--- src/rtl/crt_demod.sv ---
// crt_demod: synchronous square-wave demodulator. It accumulates +/- ADC samples over 2^ACC_LOG2 modulation periods.
// Latency: the result appears one clock after the rise that closes a window. Windows are gap-free.
// No backpressure: a one-cycle Demod_Valid pulse, and Demod_Out holds. Optional macro CRT_DEMOD_SAT_EN saturates the output instead of wrapping.
module crt_demod #(
    parameter int ADC_W    = 14,
    parameter int ACC_LOG2 = 6,
    parameter int SKIP     = 1,
    parameter int OUT_W    = 16,
    parameter int TIMEOUT  = 1024
) (
    input  logic                    Refin_Clk,
    input  logic                    SYS_RST,
    input  logic                    Mod_Phase,
    input  logic signed [ADC_W-1:0] Adc_Data,
    input  logic                    Adc_Valid,
    output logic signed [OUT_W-1:0] Demod_Out,
    output logic                    Demod_Valid,
    output logic                    Phase_Err
);

    // Accumulator headroom covers 256 full-scale samples per period over the whole window
    localparam int ACC_W = ADC_W + ACC_LOG2 + 8;
    localparam int PER_W = ACC_LOG2 + 1;
    localparam int WD_W  = $clog2(TIMEOUT + 1);
    localparam int SK_W  = $clog2(SKIP + 2);

    localparam logic [PER_W-1:0] PER_LAST = PER_W'((1 << ACC_LOG2) - 1);
    localparam logic [WD_W-1:0]  WD_LAST  = WD_W'(TIMEOUT - 1);
    localparam logic [SK_W-1:0]  SKIP_V   = SK_W'(SKIP);

`ifdef CRT_DEMOD_SAT_EN
    localparam logic signed [ACC_W-1:0] OUT_MAX = ACC_W'((64'sd1 <<< (OUT_W - 1)) - 64'sd1);
    localparam logic signed [ACC_W-1:0] OUT_MIN = -OUT_MAX - 1;
`endif

    typedef enum logic [1:0] {
        IDLE = 2'd0,
        ACC  = 2'd1,
        ERR  = 2'd2
    } state_t;

    state_t state;
    state_t state_nx;

    logic                    phase_q;
    logic                    phase_arm;
    logic                    rise;
    logic                    phase_edge;
    logic [SK_W-1:0]         skip_cnt;
    logic [SK_W-1:0]         skip_eff;
    logic                    discard;
    logic [PER_W-1:0]        per_cnt;
    logic [WD_W-1:0]         wd_cnt;
    logic                    wd_expire;
    logic signed [ACC_W-1:0] samp_ext;
    logic signed [ACC_W-1:0] contrib;
    logic signed [ACC_W-1:0] acc;
    logic signed [ACC_W-1:0] acc_shift;
    logic signed [OUT_W-1:0] out_red;

    // FSM output decodes
    logic win_start;
    logic win_close;
    logic acc_add;
    logic err_set;

    // Delayed copy of the modulation input. phase_arm blocks the first cycle after reset,
    // so a Mod_Phase that is already high is not taken as a rise.
    always_ff @(posedge Refin_Clk) begin
        if (SYS_RST) begin
            phase_q   <= 1'b0;
            phase_arm <= 1'b0;
        end else begin
            phase_q   <= Mod_Phase;
            phase_arm <= 1'b1;
        end
    end

    assign rise       = phase_arm & Mod_Phase & ~phase_q;
    assign phase_edge = phase_arm & (Mod_Phase ^ phase_q);

    // Settling counter: restarts at every edge and saturates once SKIP samples have gone by
    always_ff @(posedge Refin_Clk) begin
        if (SYS_RST) begin
            skip_cnt <= '0;
        end else if (phase_edge) begin
            skip_cnt <= SK_W'(1);
        end else if (skip_cnt < SKIP_V) begin
            skip_cnt <= skip_cnt + SK_W'(1);
        end
    end

    // The sample in the edge cycle counts as settling sample 0
    assign skip_eff = phase_edge ? '0 : skip_cnt;
    assign discard  = (skip_eff < SKIP_V);

    // Signed contribution of this cycle's sample: add in the high half, subtract in the low half
    always_comb begin
        samp_ext = {{(ACC_W - ADC_W){Adc_Data[ADC_W-1]}}, Adc_Data};
        contrib  = '0;
        if (Adc_Valid && !discard) begin
            contrib = Mod_Phase ? samp_ext : -samp_ext;
        end
    end

    // Watchdog: clocks elapsed since the most recent rise while accumulating
    always_ff @(posedge Refin_Clk) begin
        if (SYS_RST) begin
            wd_cnt <= '0;
        end else if (state != ACC || rise) begin
            wd_cnt <= '0;
        end else if (wd_cnt != WD_LAST) begin
            wd_cnt <= wd_cnt + WD_W'(1);
        end
    end

    assign wd_expire = (state == ACC) && !rise && (wd_cnt == WD_LAST);

    // Period counter: counts the rises seen inside the current window
    always_ff @(posedge Refin_Clk) begin
        if (SYS_RST) begin
            per_cnt <= '0;
        end else if (state != ACC) begin
            per_cnt <= '0;
        end else if (rise) begin
            per_cnt <= win_close ? '0 : per_cnt + PER_W'(1);
        end
    end

    // FSM state register
    always_ff @(posedge Refin_Clk) begin
        if (SYS_RST) begin
            state <= IDLE;
        end else begin
            state <= state_nx;
        end
    end

    // FSM next-state logic
    always_comb begin
        state_nx = state;
        case (state)
            IDLE:    if (rise)      state_nx = ACC;
            ACC:     if (wd_expire) state_nx = ERR;
            ERR:     if (rise)      state_nx = IDLE;
            default:                state_nx = IDLE;
        endcase
    end

    // FSM output decode: window start/close, accumulate enable, error set
    always_comb begin
        win_start = 1'b0;
        win_close = 1'b0;
        acc_add   = 1'b0;
        err_set   = 1'b0;
        case (state)
            IDLE: win_start = rise;
            ACC: begin
                win_close = rise && (per_cnt == PER_LAST);
                acc_add   = !win_close;
                err_set   = wd_expire;
            end
            default: ;
        endcase
    end

    // Accumulator: at a window boundary it reloads with the boundary sample, otherwise it integrates.
    // It is held at zero outside a window.
    always_ff @(posedge Refin_Clk) begin
        if (SYS_RST) begin
            acc <= '0;
        end else if (win_start || win_close) begin
            acc <= contrib;
        end else if (acc_add) begin
            acc <= acc + contrib;
        end else begin
            acc <= '0;
        end
    end

    // Average over the window, then narrow to the output width
    always_comb begin
        acc_shift = acc >>> ACC_LOG2;
`ifdef CRT_DEMOD_SAT_EN
        if (acc_shift > OUT_MAX) begin
            out_red = OUT_MAX[OUT_W-1:0];
        end else if (acc_shift < OUT_MIN) begin
            out_red = OUT_MIN[OUT_W-1:0];
        end else begin
            out_red = acc_shift[OUT_W-1:0];
        end
`else
        out_red = acc_shift[OUT_W-1:0];
`endif
    end

    // Output registers: the result holds between pulses, and the error flag is sticky until reset
    always_ff @(posedge Refin_Clk) begin
        if (SYS_RST) begin
            Demod_Out   <= '0;
            Demod_Valid <= 1'b0;
            Phase_Err   <= 1'b0;
        end else begin
            Demod_Valid <= win_close;
            if (win_close) begin
                Demod_Out <= out_red;
            end
            if (err_set) begin
                Phase_Err <= 1'b1;
            end
        end
    end

endmodule

--- config.mk ---
export PLATFORM = sky130hd
export DESIGN_NAME = crt_demod
export DESIGN_NICKNAME = d
export VERILOG_FILES = /design/src/rtl/crt_demod.sv
export SDC_FILE = /design/constraint.sdc
export NUM_CORES = 1
export LEC_CHECK = 0
export ABC_AREA = 1
export CORE_UTILIZATION = 30
export CTS_BUF_LIST = sky130_fd_sc_hd__clkbuf_8
export DETAILED_ROUTE_END_ITERATION = 10
export PLACE_DENSITY = 0.59
export SLEW_MARGIN = 20
export SYNTH_ARGS = -nofsm -noshare
export SYNTH_HDL_FRONTEND = slang
export SYNTH_SLANG_ARGS = --single-unit
--- constraint.sdc ---
create_clock -name Refin_Clk -period 5.6 [get_ports Refin_Clk]
set_input_delay 1.68 -clock Refin_Clk [delete_from_list [all_inputs] [get_ports Refin_Clk]]
set_output_delay 1.68 -clock Refin_Clk [all_outputs]
set_load 0.02 [all_outputs]
Word-level counts from Yosys, hierarchy flattened
Cells that the tools add are included.

Register bits: 70. Input port bits: 18. Output and inout bits: 18. Logic and storage cells: 64.

$add $sub $neg: 5. Magnitude comparators: 2. Eq/ne operators: 9. Mux-type cells: 17. Bitwise operators: 5. Reductions and logical operators: 15.

Operators with widths (count): two-way mux 28 bit (4); adder 28 bit (1); negator 14 -> 28 bit (1); adder 11 x 1 -> 11 bit (second input constant) (1); equality test 11 x 10 -> 1 bit (second input constant) (1); inequality test 11 x 10 -> 1 bit (second input constant) (1); two-way mux 2 bit (4); adder 7 x 1 -> 7 bit (second input constant) (1); equality test 7 x 6 -> 1 bit (second input constant) (1); two-way mux 1 bit (7); two-way mux 7 bit (1); inequality test 2 bit (second input constant) (3); one-hot mux 2 bit (3 select lines) (1); OR reduction 2 bit (3); logical AND 1 bit (4); < comparator 2 x 1 -> 1 bit (second input constant) (2); bitwise AND 1 bit (3); logical NOT 1 bit (3); AND reduction 3 bit (1); adder 2 x 1 -> 2 bit (second input constant) (1); equality test 2 x 1 -> 1 bit (second input constant) (1); equality test 2 bit (second input constant) (1); logical NOT 2 bit (1); logical OR 1 bit (2); other kinds (4) (4).

Longest topological paths before layout
Depth after elaboration: 10. Depth in mapped cells: 21. Depth with buffers taken out: 21.

Worst setup path before layout
No wires, ideal clock.

Path kind: input -> register. Start: input Adc_Data[0]. End: register acc[20]. Library setup time: 0.128 ns. Arrival time: 3.812 ns. Required time: 5.472 ns. Setup slack: 1.660 ns. Stages: 17. Buffers on the path: 0. Cells stage by stage: inv_1 ha_1 nand2_1 nor3_2 nand4_1 o21ai_1 a21boi_0 ha_1 nand2_1 inv_1 nand3_1 nor3_1 nand3_1 nand3_1 nand2_1 nand3_1 nor2_1.

Word-level cells in the longest chain between the ends: 6.

RTL lines: from (decl) (RTL line 14) `input logic signed [ADC_W-1:0] Adc_Data,`; negator 14 -> 28 bit (RTL line 102) `contrib = Mod_Phase ? samp_ext : -samp_ext;`; two-way mux 28 bit * (RTL line 102); two-way mux 28 bit * (RTL line 101) `if (Adc_Valid && !discard) begin`; adder 28 bit (RTL line 175) `acc <= acc + contrib;`; two-way mux 28 bit (RTL line 174) `end else if (acc_add) begin`; two-way mux 28 bit * (RTL line 172) `end else if (win_start || win_close) begin`; to (signal assigned) (RTL line 173) `acc <= contrib;`; to (signal assigned) (RTL line 175); to (decl) (RTL line 57) `logic signed [ACC_W-1:0] acc;`.

Mark *: on every way between the ends. The rest lies on a longest branch, timed or not. A chain may end at the register's enable or synchronous reset.

Worst setup path after layout
Start: input Adc_Data[0]. End: register acc[21].

Same word-level chain as after synthesis.

==> impl_metrics.ini <==
[timing]
tightestPinTransition_ns = 0.569
fmax_mhz = 221
setup_viol = 0
rsz0062_at_grt = false
layout_setup_ws_ns = 1.07
post-route-min-period_ns = 4.53
min_period_over_period = 0.809
relSlewSlack = 0.620
fin_skew_ns = 0.0113
drv_slew = 0
finalHoldViolCount = 0
fin_tns_setup_ns = 0

[flow_run]
drv_cap = 0

[synthesis]
synth_ff_type = dfxtp_1
syn_area_per_cell_um2 = 6.71
async_reset_ff_frac = 0
synth_edf_count = 0
ys_seq_elements = 64
synth_area_um2 = 4070
synth_cells = 607
synth_cell_types = 42
synth-seq-area-share = 0.314
synth.net_count = 651
synth-warning-count = 0

[cells_and_area]
area_growth_pct = 17.9
fillers = 1430
nets = 687
final_cells = 824
regArea_um2 = 1280
final_cell_mix = 127 x nand2_1, 74 x inv_1, 74 x nor2_1
multi_input_area_um2 = 2440
final_common_cell = nand2_1
n_antenna_cell = 0
drive_gt1_frac = 0.0741

[worst_setup_path]
ff2ff_path_depth = 14
worstReg2RegStart = phase_q
r2r_slack_ns = 2.98
timing.rr.end = acc[18]
crit_type = primary input to flip-flop
cp_max_fo = 5
cp.arrival_ns = 4.76
worstPathRequired_ns = 5.83
start_kind = primary input
setup.worst_path.end_class = flip-flop

[min_path]
hold_class = flip-flop to flip-flop
whs_endpoint = Demod_Out[15]
hold_start = Demod_Out[15]
min_path_cells = 2

[global_route]
grt_antenna_before_repair = 0
grt_pass1_wl_mm = 18.3
grt_max_degree = 33
gr-total-overflow = 0
gr-usage-all-layers = 0.162
grt_pass1_vias = 3992

[power_and_ir_drop]
power_density_nw_per_um2 = 218
p_leak_nw = 2.08
power_mw = 1.05
ir_worst_vdd_v = 0.000102

[clocking]
cts_buffers = 9
clockBufferDepth = 2
clk_pin_slew_ns = 0.07
hold_buffers = 0
insertion_delay_ns = 0.35
cts.sinks = 64
cts_tree = built
htreeDepth = 3
cts-root-buf = clkbuf_8
cts_resized = 0
post-cts-setup-buffers = 0

[drt]
dr.pass1.iters = 4
drcViolationCount = 0
drt_iter0_drc = 204
wire_per_inst_um = 12.9
avgViaCountPerCell = 4.78
num_vias = 3941
routed_wl_mm = 10.6
ant_nets = 0

[placed_design]
io_buffers = 35
dp_hpwl_mm = 8.41
dpl.cell_count = 808
pre_cts_slack_ns = 0.732
place_congestion = 0.897

[status]
status = complete, no violations

[floorplanning]
num_rows = 42
die_y_um = 119
ios = 36
dieWidth_um = 119
initial_utilization = 0.308
coreArea_um2 = 13200
dieArea_um2 = 14000
-- kinds of logic after synthesis --
logic type               share of synthesized area
buffers and inverters                       0.0875
AO/OA/AOI/OAI                                0.148
adder cells (fa/ha/maj)                     0.0817
XOR/XNOR                                    0.0301
AND/OR/NAND/NOR                              0.338
flip-flops                                   0.314
-- worst max path at each step --
stage	start	to	slack, ns	cells past startpoint
2_1_floorplan	Adc_Data[0]	acc[20]	1.66	17
3_3_place_gp	Adc_Data[0]	acc[21]	0.81	18
3_5_place_dp	Adc_Data[0]	acc[20]	0.73	18
4_1_cts	Adc_Data[0]	acc[20]	1.10	18
5_1_grt	Adc_Data[1]	acc[20]	0.75	18
6_report	Adc_Data[0]	acc[21]	1.07	17
-- where the power goes --
part	total, mW	switching (mW)	internal [mW]
logic	0.171	0.107	0.0643
clock network	0.407	0.201	0.205
registers	0.467	0.00452	0.463
total	1.05	0.313	0.732
-- synthesized netlist by cell type, types with 4 or more instances --
cell type    n  share of area
a211oi_1     5         0.0092
a21boi_0     4         0.0074
a21oi_1     54          0.066
buf_2        4         0.0049
clkbuf_1     7         0.0065
dfxtp_1     64           0.31
ha_1        25          0.077
inv_1       74          0.068
inv_2        5         0.0046
nand2_1    127           0.12
nand2_2      5         0.0077
nand3_1     37          0.045
nand3_2      6          0.015
nand4_1      6         0.0092
nor2_1      74          0.068
nor3_1      26          0.032
o21ai_0     33          0.041
xnor2_1      8          0.017
xor2_1       6          0.013
-- sequential cells by signal, indices dropped and copies added, names as in the netlist --
| register | count |
|---|---|
| phase_arm | 1 |
| Demod_Valid | 1 |
| Demod_Out | 16 |
| Phase_Err | 1 |
| wd_cnt | 11 |
| acc | 22 |
| skip_cnt | 2 |
| phase_q | 1 |
| per_cnt | 7 |
| state | 2 |
-- routing by layer --
| layer | up-vias | GRT usage | share of wire |
|---|---|---|---|
| met5 | - | 0 | 0 |
| met4 | 0 | 0.0538 | 0.015 |
| met3 | 13 | 0.0319 | 0.037 |
| met2 | 72 | 0.284 | 0.48 |
| met1 | 1796 | 0.196 | 0.47 |
| li1 | 2060 | - | - |
-- final cells by class --
| type | instances | area share |
|---|---|---|
| Clock buffer | 9 | 0.0258 |
| Clock inverter | 7 | 0.0151 |
| Inverter | 80 | 0.0631 |
| Multi-Input combinational cell | 451 | 0.507 |
| Sequential cell | 64 | 0.267 |
| Tap cell | 176 | 0.0459 |
| Timing Repair Buffer | 37 | 0.0761 |
-- metrics by stage --
step,hold WS (ns),util,instance area (um^2)
4_1_cts,0.451,0.363,4800
2_1_floorplan,0.423,-,4070
5_1_grt,0.465,0.363,4800
3_3_place_gp,0.436,0.348,4610
6_report,0.447,0.363,4800
3_5_place_dp,0.440,0.348,4610
-- critical path, cell delays in order --
cell             delay, ns
clkdlybuf4s50_1       0.40
inv_1                 0.11
ha_1                  0.18
nand2_1               0.08
nor3_2                0.30
nand4_1               0.24
o21ai_1               0.31
a21boi_0              0.16
ha_1                  0.37
a21oi_1               0.21
nand2_1               0.11
a21oi_1               0.23
nand2_1               0.08
nor2_1                0.11
nand3_1               0.08
nand3_1               0.08
nor2_1                0.04
Power figures use the tool's default switching activity.
